==> src/rtl/program_loader.sv <==
// program_loader
//   Receives a program as a byte stream (typically from the debug UART),
//   packs each group of four bytes into a big-endian 32-bit word and writes
//   it into instruction memory. Once the halt word has been stored, it
//   raises mips_enable so the pipeline can start.
//
// Parameters
//   MEM_DEPTH  instruction memory depth in words (power of two, >= 4)
//   HALT_WORD  end-of-program marker, written to memory like any other word
//
// Ports
//   clk, reset                     clock, synchronous active-high reset
//   load_start                     start pulse (honoured in IDLE/DONE/ERROR)
//   rx_data, rx_valid, rx_ready    byte stream handshake
//   wr_memory_instruction_enable   one-cycle memory write strobe
//   instruction_to_write           word being written (registered)
//   address_to_write               byte address of that word (registered)
//   mips_enable, load_done         program loaded, pipeline may run
//   load_error                     memory filled without a halt word, or bad checksum
//   words_loaded                   words written in the current load
//
// Build option
//   LOADER_CHECKSUM_EN  adds a CHECK state: after the halt word, one more
//                       byte must equal the XOR of every program byte.

module program_loader #(
    parameter int          MEM_DEPTH = 256,
    parameter logic [31:0] HALT_WORD = 32'hFFFF_FFFF
) (
    input  logic        clk,
    input  logic        reset,
    input  logic        load_start,
    input  logic [7:0]  rx_data,
    input  logic        rx_valid,
    output logic        rx_ready,
    output logic        wr_memory_instruction_enable,
    output logic [31:0] instruction_to_write,
    output logic [31:0] address_to_write,
    output logic        mips_enable,
    output logic        load_done,
    output logic        load_error,
    output logic [31:0] words_loaded
);

    localparam logic [31:0] LAST_ADDR = 32'((MEM_DEPTH - 1) * 4);

    typedef enum logic [2:0] {
        S_IDLE    = 3'd0,
        S_RECEIVE = 3'd1,
        S_WRITE   = 3'd2,
        S_DONE    = 3'd3,
`ifdef LOADER_CHECKSUM_EN
        S_ERROR   = 3'd4,
        S_CHECK   = 3'd5
`else
        S_ERROR   = 3'd4
`endif
    } state_t;

    state_t      state, state_n;
    logic [1:0]  byte_cnt;
    logic [23:0] word_sr;     // first three bytes of the word in flight
    logic [31:0] addr;        // address the next completed word will use
    logic        start;
    logic        accept;
    logic        is_halt;
`ifdef LOADER_CHECKSUM_EN
    logic [7:0]  csum;
`endif

    assign accept  = rx_valid && rx_ready;
    assign is_halt = (instruction_to_write == HALT_WORD);

    // State register
    always_ff @(posedge clk) begin
        if (reset) state <= S_IDLE;
        else       state <= state_n;
    end

    // Next state and state-decoded outputs
    always_comb begin
        state_n                      = state;
        start                        = 1'b0;
        rx_ready                     = 1'b0;
        wr_memory_instruction_enable = 1'b0;
        mips_enable                  = 1'b0;
        load_done                    = 1'b0;
        load_error                   = 1'b0;
        case (state)
            S_IDLE: begin
                if (load_start) begin
                    start   = 1'b1;
                    state_n = S_RECEIVE;
                end
            end
            S_RECEIVE: begin
                rx_ready = 1'b1;
                if (rx_valid && byte_cnt == 2'd3) state_n = S_WRITE;
            end
            S_WRITE: begin
                wr_memory_instruction_enable = 1'b1;
                if (is_halt) begin
`ifdef LOADER_CHECKSUM_EN
                    state_n = S_CHECK;
`else
                    state_n = S_DONE;
`endif
                end else if (addr == LAST_ADDR) begin
                    state_n = S_ERROR;
                end else begin
                    state_n = S_RECEIVE;
                end
            end
`ifdef LOADER_CHECKSUM_EN
            S_CHECK: begin
                rx_ready = 1'b1;
                if (rx_valid) state_n = (rx_data == csum) ? S_DONE : S_ERROR;
            end
`endif
            S_DONE: begin
                mips_enable = 1'b1;
                load_done   = 1'b1;
                if (load_start) begin
                    start   = 1'b1;
                    state_n = S_RECEIVE;
                end
            end
            S_ERROR: begin
                load_error = 1'b1;
                if (load_start) begin
                    start   = 1'b1;
                    state_n = S_RECEIVE;
                end
            end
            default: state_n = S_IDLE;
        endcase
    end

    // Datapath: byte assembly, write word/address, counters
    always_ff @(posedge clk) begin
        if (reset) begin
            byte_cnt             <= '0;
            word_sr              <= '0;
            addr                 <= '0;
            instruction_to_write <= '0;
            address_to_write     <= '0;
            words_loaded         <= '0;
`ifdef LOADER_CHECKSUM_EN
            csum                 <= '0;
`endif
        end else begin
            if (start) begin
                byte_cnt     <= '0;
                addr         <= '0;
                words_loaded <= '0;
`ifdef LOADER_CHECKSUM_EN
                csum         <= '0;
`endif
            end
            if (state == S_RECEIVE && accept) begin
                byte_cnt <= byte_cnt + 2'd1;
                word_sr  <= {word_sr[15:0], rx_data};
`ifdef LOADER_CHECKSUM_EN
                csum     <= csum ^ rx_data;
`endif
                // Output registers only change on word completion, so they
                // hold steady through WRITE and afterwards.
                if (byte_cnt == 2'd3) begin
                    instruction_to_write <= {word_sr, rx_data};
                    address_to_write     <= addr;
                end
            end
            if (state == S_WRITE) begin
                words_loaded <= words_loaded + 32'd1;
                if (!is_halt && addr != LAST_ADDR) addr <= addr + 32'd4;
            end
        end
    end

endmodule

==> config.mk <==
export PLATFORM = sky130hd
export DESIGN_NAME = program_loader
export DESIGN_NICKNAME = d
export VERILOG_FILES = /design/src/rtl/program_loader.sv
export SDC_FILE = /design/constraint.sdc
export NUM_CORES = 1
export LEC_CHECK = 0
export CAP_MARGIN = 10
export CORE_MARGIN = 3
export CORE_UTILIZATION = 57
export CTS_CLUSTER_DIAMETER = 50
export DETAILED_ROUTE_END_ITERATION = 7
export HOLD_SLACK_MARGIN = 0.03
export PLACE_DENSITY = 0.85
export SYNTH_ARGS = -nofsm -noshare
export SYNTH_HDL_FRONTEND = slang
export SYNTH_SLANG_ARGS = --single-unit
==> constraint.sdc <==
create_clock -name clk -period 5.8 [get_ports clk]
set_clock_uncertainty 0.1 [all_clocks]
set_input_delay 1.45 -clock clk [delete_from_list [all_inputs] [get_ports clk]]
set_output_delay 1.45 -clock clk [all_outputs]
set_load 0.005 [all_outputs]
==> results.json, run 1 <==
{
  "power_frac_clock_pct": 48.3,
  "drive_gt1_share_pct": 7.20,
  "async_flop_share_pct": 0,
  "io_pins": 113,
  "finalPower_mw": 2.21,
  "crit_type": "flip-flop to primary output",
  "period_needed_ps": 3910,
  "cts_made_buffers": 17,
  "synth_edf_count": 0,
  "setup_tns_ps": 0,
  "internal-power_mw": 1.70,
  "crit_path_end_kind": "primary output",
  "rsz0062_at_grt": "no",
  "min_path_type": "flip-flop to flip-flop",
  "synth_commonest_cells": "nand2_1 (224), dfxtp_1 (157), a21oi_1 (124)",
  "slew_viol_final": 0,
  "hold_violations": 0,
  "power_frac_comb_pct": 2.6,
  "postCtsSetupRepairBufs": 0,
  "required_ps": 4250,
  "path_max_fanout": 16,
  "vias_per_cell": 6.11,
  "critPathLaunchType": "flip-flop",
  "synth_warnings": 0,
  "yosys_most_used_dff": "dfxtp_1",
  "fp.dieH_um": 114,
  "cts_tree": "built",
  "grt_pass1_wl_um": 29300,
  "wl_per_cell_um": 16.4,
  "cts_hold_buf": 0,
  "dieArea_mm2": 0.0130,
  "dpl.cell_count": 1038,
  "cts.sinks": 157,
  "final_area_mm2": 0.00839,
  "swShare_pct": 23.1,
  "clkLatencyLatePin_ps": 420,
  "p_per_area_mw_per_mm2": 263,
  "first_global_vias": 6189,
  "htree_levels": 4,
  "ys_types": 49,
  "grt_overflow": 0,
  "drt_iter0_drc": 720,
  "start_util_pct": 59.9,
  "ys_seq_elements": 157,
  "dpl_cell_area_mm2": 0.00779,
  "synth_top_area_share_pct": 47.1,
  "synth_fp_nets": 846,
  "die_w_um": 114,
  "final_core_util_pct": 75.4,
  "post-dp-hpwl_um": 11700,
  "total_leakage_power_nw": 2.59,
  "row_count": 38,
  "drv_cap": 0,
  "yosysMostFrequentCell": "nand2_1",
  "pre_cts_slack_ps": 2250,
  "antenna_found_initial": 0,
  "outcome": "finished, final reports clean",
  "clk_path_buf_depth": 2,
  "fillers": 815,
  "area_delta_synth_final_pct": 25.8,
  "fmax_mhz": 255,
  "timing.final.ws_setup_ps": 1890,
  "ant_nets": 0,
  "yosys-top-cells-area": "dfxtp_1 (47%), nand2_1 (13%), a21oi_1 (9.3%)",
  "dr_total_vias": 6533,
  "slew_headroom_pct": 23.3,
  "sequentialPowerShare_pct": 49.2,
  "drtPass1Iterations": 7,
  "synth.avg_cell_area_um2": 8.03,
  "setup_violations": 0,
  "design.core.area_mm2": 0.0111,
  "wl_um": 17600,
  "power_switching_mw": 0.510,
  "drc_errors": 0,
  "grt_start_max_net_pins": 66,
  "post-route-period-util_pct": 67.5,
  "syn_area_mm2": 0.00667,
  "synth_cells": 831,
  "diodes": 0,
  "ys_seq_area_share_pct": 47.1,
  "ir_drop_mv": 0.354,
  "cts_root_buffer": "clkbuf_16",
  "grt_usage_pct": 27.4,
  "gp_congestion": 0.848,
  "clkTransAtPathRegs_ps": 60,
  "portBuffers": 112,
  "layout.cells.non_filler": 1070,
  "yosys.area.top_type": "dfxtp_1",
  "post_cts_resized": 0,
  "worst_pin_slew_ps": 1150,
  "whs_ps": 353,
  "fin_nets": 933,
  "cp.arrival_ps": 2360
}
worst max-delay path, stage by stage (launching register included):
cell,delay [ps]
dfxtp_1,480
or3b_1,680
clkinv_2,250
clkdlybuf4s50_1,540
logic make-up (layout without fill, tap and decap cells):
group	count (synthesis)	in the layout	share of synthesized area, %
AOI/OAI and AO/OA	170	170	14.2
and+or+nand+nor	422	422	30.8
DFF	157	157	47.1
buffers and inverters	57	156	3.75
adders and majority gates	3	3	0.563
muxes	22	22	3.56
path summary, 6_finish.rpt:
kind                                           from  cells after the start  slack [ps]                            to
worst max-delay path                       state[1]                      3        1890  wr_memory_instruction_enable
worst min-delay path            address_to_write[2]                      2         350           address_to_write[2]
worst max register to register             state[0]                      4        3050           address_to_write[4]
worst min register to register  address_to_write[2]                      2         350           address_to_write[2]
state kept, by name (all words and copies together), names as in the netlist:
register / flops
addr: 32
address_to_write: 32
byte_cnt: 2
instruction_to_write: 32
state: 3
word_sr: 24
words_loaded: 32
cell type report:
| cell class | count | area, um2 | area share (%) |
|---|---|---|---|
| well taps | 140 | 175 | 2.09 |
| inverters | 7 | 27.5 | 0.328 |
| multi-input cells | 617 | 3290 | 39.3 |
| clock inverters | 13 | 135 | 1.61 |
| repair buffers | 118 | 1180 | 14.1 |
| clock buffers | 18 | 429 | 5.12 |
| flip-flops and latches | 157 | 3140 | 37.5 |
cells in the final DEF (no fill, tap or decap), drive strengths merged, types with 2 or more instances in the layout:
master         synthesis  routed
nand2                224     224
dfxtp                157     157
a21oi                124     124
clkdlybuf4s50          0     111
nand4                 36      36
nor2                  28      28
nand3                 28      28
nor4                  19      19
clkbuf                31      18
or4                   15      15
nor3                  15      15
mux2                  14      14
o31ai                 13      13
o21ai                 13      13
or3                   12      12
inv                    6      12
nand2b                 8       8
mux2i                  8       8
and3                   7       7
buf                   19       7
and4                   6       6
o21a                   6       6
nand3b                 5       5
and2                   5       5
or2                    4       4
o211ai                 4       4
clkinvlp               0       4
nor3b                  3       3
ha                     3       3
clkinv                 1       3
o31a                   2       2
o41ai                  2       2
nor2b                  2       2
layer usage:
metal	global-route usage (%)	share of wire (%)	vias to the layer above
li1	-	-	3117
met1	34.1	41	3135
met2	46.4	51	248
met3	6.29	5.9	33
met4	9.90	2.1	0
met5	0	0	-
power groups by stage:
stage | Combinational, mW | Clock (mW) | Sequential [mW]
2_1_floorplan | 0.0350 | 0 | 1.11
3_3_place_gp | 0.0543 | 0 | 1.11
3_5_place_dp | 0.0558 | 0 | 1.11
4_1_cts | 0.0563 | 1.08 | 1.09
5_1_grt | 0.0620 | 1.12 | 1.09
6_report | 0.0570 | 1.07 | 1.09
Power figures use the tool's default switching activity.
==> inputs of run 2 (changes only) <==
--- a/config.mk
+++ b/config.mk
@@ -7,11 +7,11 @@
 export LEC_CHECK = 0
 export CAP_MARGIN = 10
 export CORE_MARGIN = 3
-export CORE_UTILIZATION = 57
+export CORE_UTILIZATION = 48
 export CTS_CLUSTER_DIAMETER = 50
 export DETAILED_ROUTE_END_ITERATION = 7
 export HOLD_SLACK_MARGIN = 0.03
-export PLACE_DENSITY = 0.85
+export PLACE_DENSITY = 0.76
 export SYNTH_ARGS = -nofsm -noshare
 export SYNTH_HDL_FRONTEND = slang
 export SYNTH_SLANG_ARGS = --single-unit
==> constraint.sdc (replaced) <==
create_clock -name clk -period 3.55 [get_ports clk]
set_clock_uncertainty 0.1 [all_clocks]
set_input_delay 0.8875 -clock clk [delete_from_list [all_inputs] [get_ports clk]]
set_output_delay 0.8875 -clock clk [all_outputs]
set_load 0.005 [all_outputs]
==> results.json, run 2 (synthesis results as in run 1) <==
{
  "path_max_fanout": 16,
  "final_common_cell": "nand2_1",
  "holdCritStartpoint": "address_to_write[8]",
  "io_pins": 113,
  "design.core.area_mm2": 0.0134,
  "ff2ff_setup_slack_ps": 970,
  "drtPass1Iterations": 5,
  "ir_drop_mv": 0.323,
  "hold_depth": 2,
  "slew_headroom_pct": 44.3,
  "post-route-period-util_pct": 88.9,
  "vias_per_cell": 5.61,
  "cts_tree": "built",
  "rsz0062_at_grt": "no",
  "m1WireLength_um": 7350,
  "diodes": 0,
  "setup_violations": 0,
  "cts_made_buffers": 17,
  "critical-path-slowest-cell": "clkdlybuf4s50_1",
  "regToRegEndpoint": "addr[19]",
  "grt_usage_pct": 22.3,
  "dieArea_mm2": 0.0153,
  "min_path_type": "flip-flop to flip-flop",
  "routed-wl-met3_um": 759,
  "cts_hold_buf": 0,
  "post_cts_resized": 0,
  "clkLatencyLatePin_ps": 430,
  "htree_levels": 4,
  "crit_path_end_kind": "primary output",
  "wl_per_cell_um": 15.1,
  "hold_violations": 0,
  "row_count": 42,
  "wl_um": 16800,
  "fillers": 1197,
  "period_needed_ps": 3160,
  "critPathLaunchType": "flip-flop",
  "grt_overflow": 0,
  "portBuffers": 112,
  "start_util_pct": 49.8,
  "fp.dieH_um": 124,
  "mostFrequentLayoutCells": "nand2_1 (224), dfxtp_1 (157), a21oi_1 (124), clkdlybuf4s50_1 (111), nand4_1 (36)",
  "fmax_mhz": 317,
  "cp.arrival_ps": 2170,
  "whs_ps": 350,
  "setup_tns_ps": 0,
  "fin_nets": 939,
  "die_w_um": 124,
  "area_delta_synth_final_pct": 27.8,
  "cts_root_buffer": "clkbuf_16",
  "timing.final.ws_setup_ps": 393,
  "ant_nets": 0,
  "gp_congestion": 0.828,
  "drt_iter0_drc": 413,
  "grt_pass1_wl_um": 27300,
  "grt_start_max_net_pins": 65,
  "max_stage_delay_ps": 520,
  "outcome": "finished, final reports clean",
  "antenna_found_initial": 0,
  "crit_type": "flip-flop to primary output",
  "dr_total_vias": 6249,
  "worst_pin_slew_ps": 834,
  "r2r_start": "addr[2]",
  "cts.sinks": 157,
  "first_global_vias": 5631,
  "min_to": "address_to_write[8]",
  "worst-r2r-cell-count": 7,
  "wl_met2_um": 8360,
  "clk_path_buf_depth": 2,
  "drc_errors": 0,
  "total_leakage_power_nw": 2.65,
  "drive_gt1_share_pct": 7.79,
  "drv_cap": 0,
  "post-dp-hpwl_um": 11400,
  "postCtsSetupRepairBufs": 0,
  "required_ps": 2560,
  "slew_viol_final": 0,
  "p_per_area_mw_per_mm2": 441,
  "top_layer_used": "met4",
  "clkTransAtPathRegs_ps": 60,
  "pre_cts_slack_ps": 680,
  "crit_chain": "or3b_1 -> buf_4 -> clkinv_2 -> clkdlybuf4s50_1"
}
==> run 2: cell count changes in the layout (fill, tap and decap cells not counted), sizes merged <==
cell,delta
clkinvlp,-1
bufinv,+2
clkbuf,+3
inv,-2
clkinv,-1
buf,+6
==> run 2: stage by stage <==
stage / instances / area [um2] / power, mW / util [%]
6_report: 1113 / 8520 / 3.76 / 63.6
5_1_grt: 1113 / 8520 / 3.87 / 63.6
4_1_cts: 1113 / 8520 / 3.78 / 63.6
3_5_place_dp: 1081 / 7910 / 1.91 / 59.0
3_3_place_gp: 1081 / 7910 / 1.90 / 59.0
2_1_floorplan: 831 / 6670 / 1.87 / -
==> run 2: cell type report <==
| type | count | area, um2 | share of cell area, % |
|---|---|---|---|
| multi-input combinational | 617 | 3290 | 38.6 |
| sequential | 157 | 3140 | 36.9 |
| timing repair buffer | 124 | 1220 | 14.3 |
| clock buffer | 21 | 460 | 5.40 |
| tap | 176 | 220 | 2.58 |
| clock inverter | 11 | 156 | 1.84 |
| inverter | 7 | 27.5 | 0.323 |
==> run 2: worst max-delay path by stage <==
stage | startpoint | to | slack, ps | depth (start not counted)
floorplan | load_start | words_loaded[31] | 1170 | 6
global placement | load_start | addr[18] | 750 | 5
detailed placement | load_start | addr[27] | 680 | 5
CTS | state[1] | wr_memory_instruction_enable | 380 | 4
global route | state[1] | wr_memory_instruction_enable | 300 | 4
finish | state[1] | wr_memory_instruction_enable | 390 | 4
==> run 2: where the power goes <==
part	switching (mW)	internal [mW]
Combinational	0.0658	0.0270
Sequential	0.00581	1.77
Clock	0.739	1.15
Total	0.811	2.95
==> run 2: worst max-delay path: cells and delay by family (launching register included) <==
family / cells / cell delay, ps
flops: 1 / 480
simple gates: 1 / 380
buf+inv: 3 / 880
==> run 2: per-layer routing <==
layer	vias to the layer above	GRT usage [%]
met4	0	8.17
met1	2964	28.6
met2	143	36.4
met3	24	5.68
met5	-	0
li1	3118	-
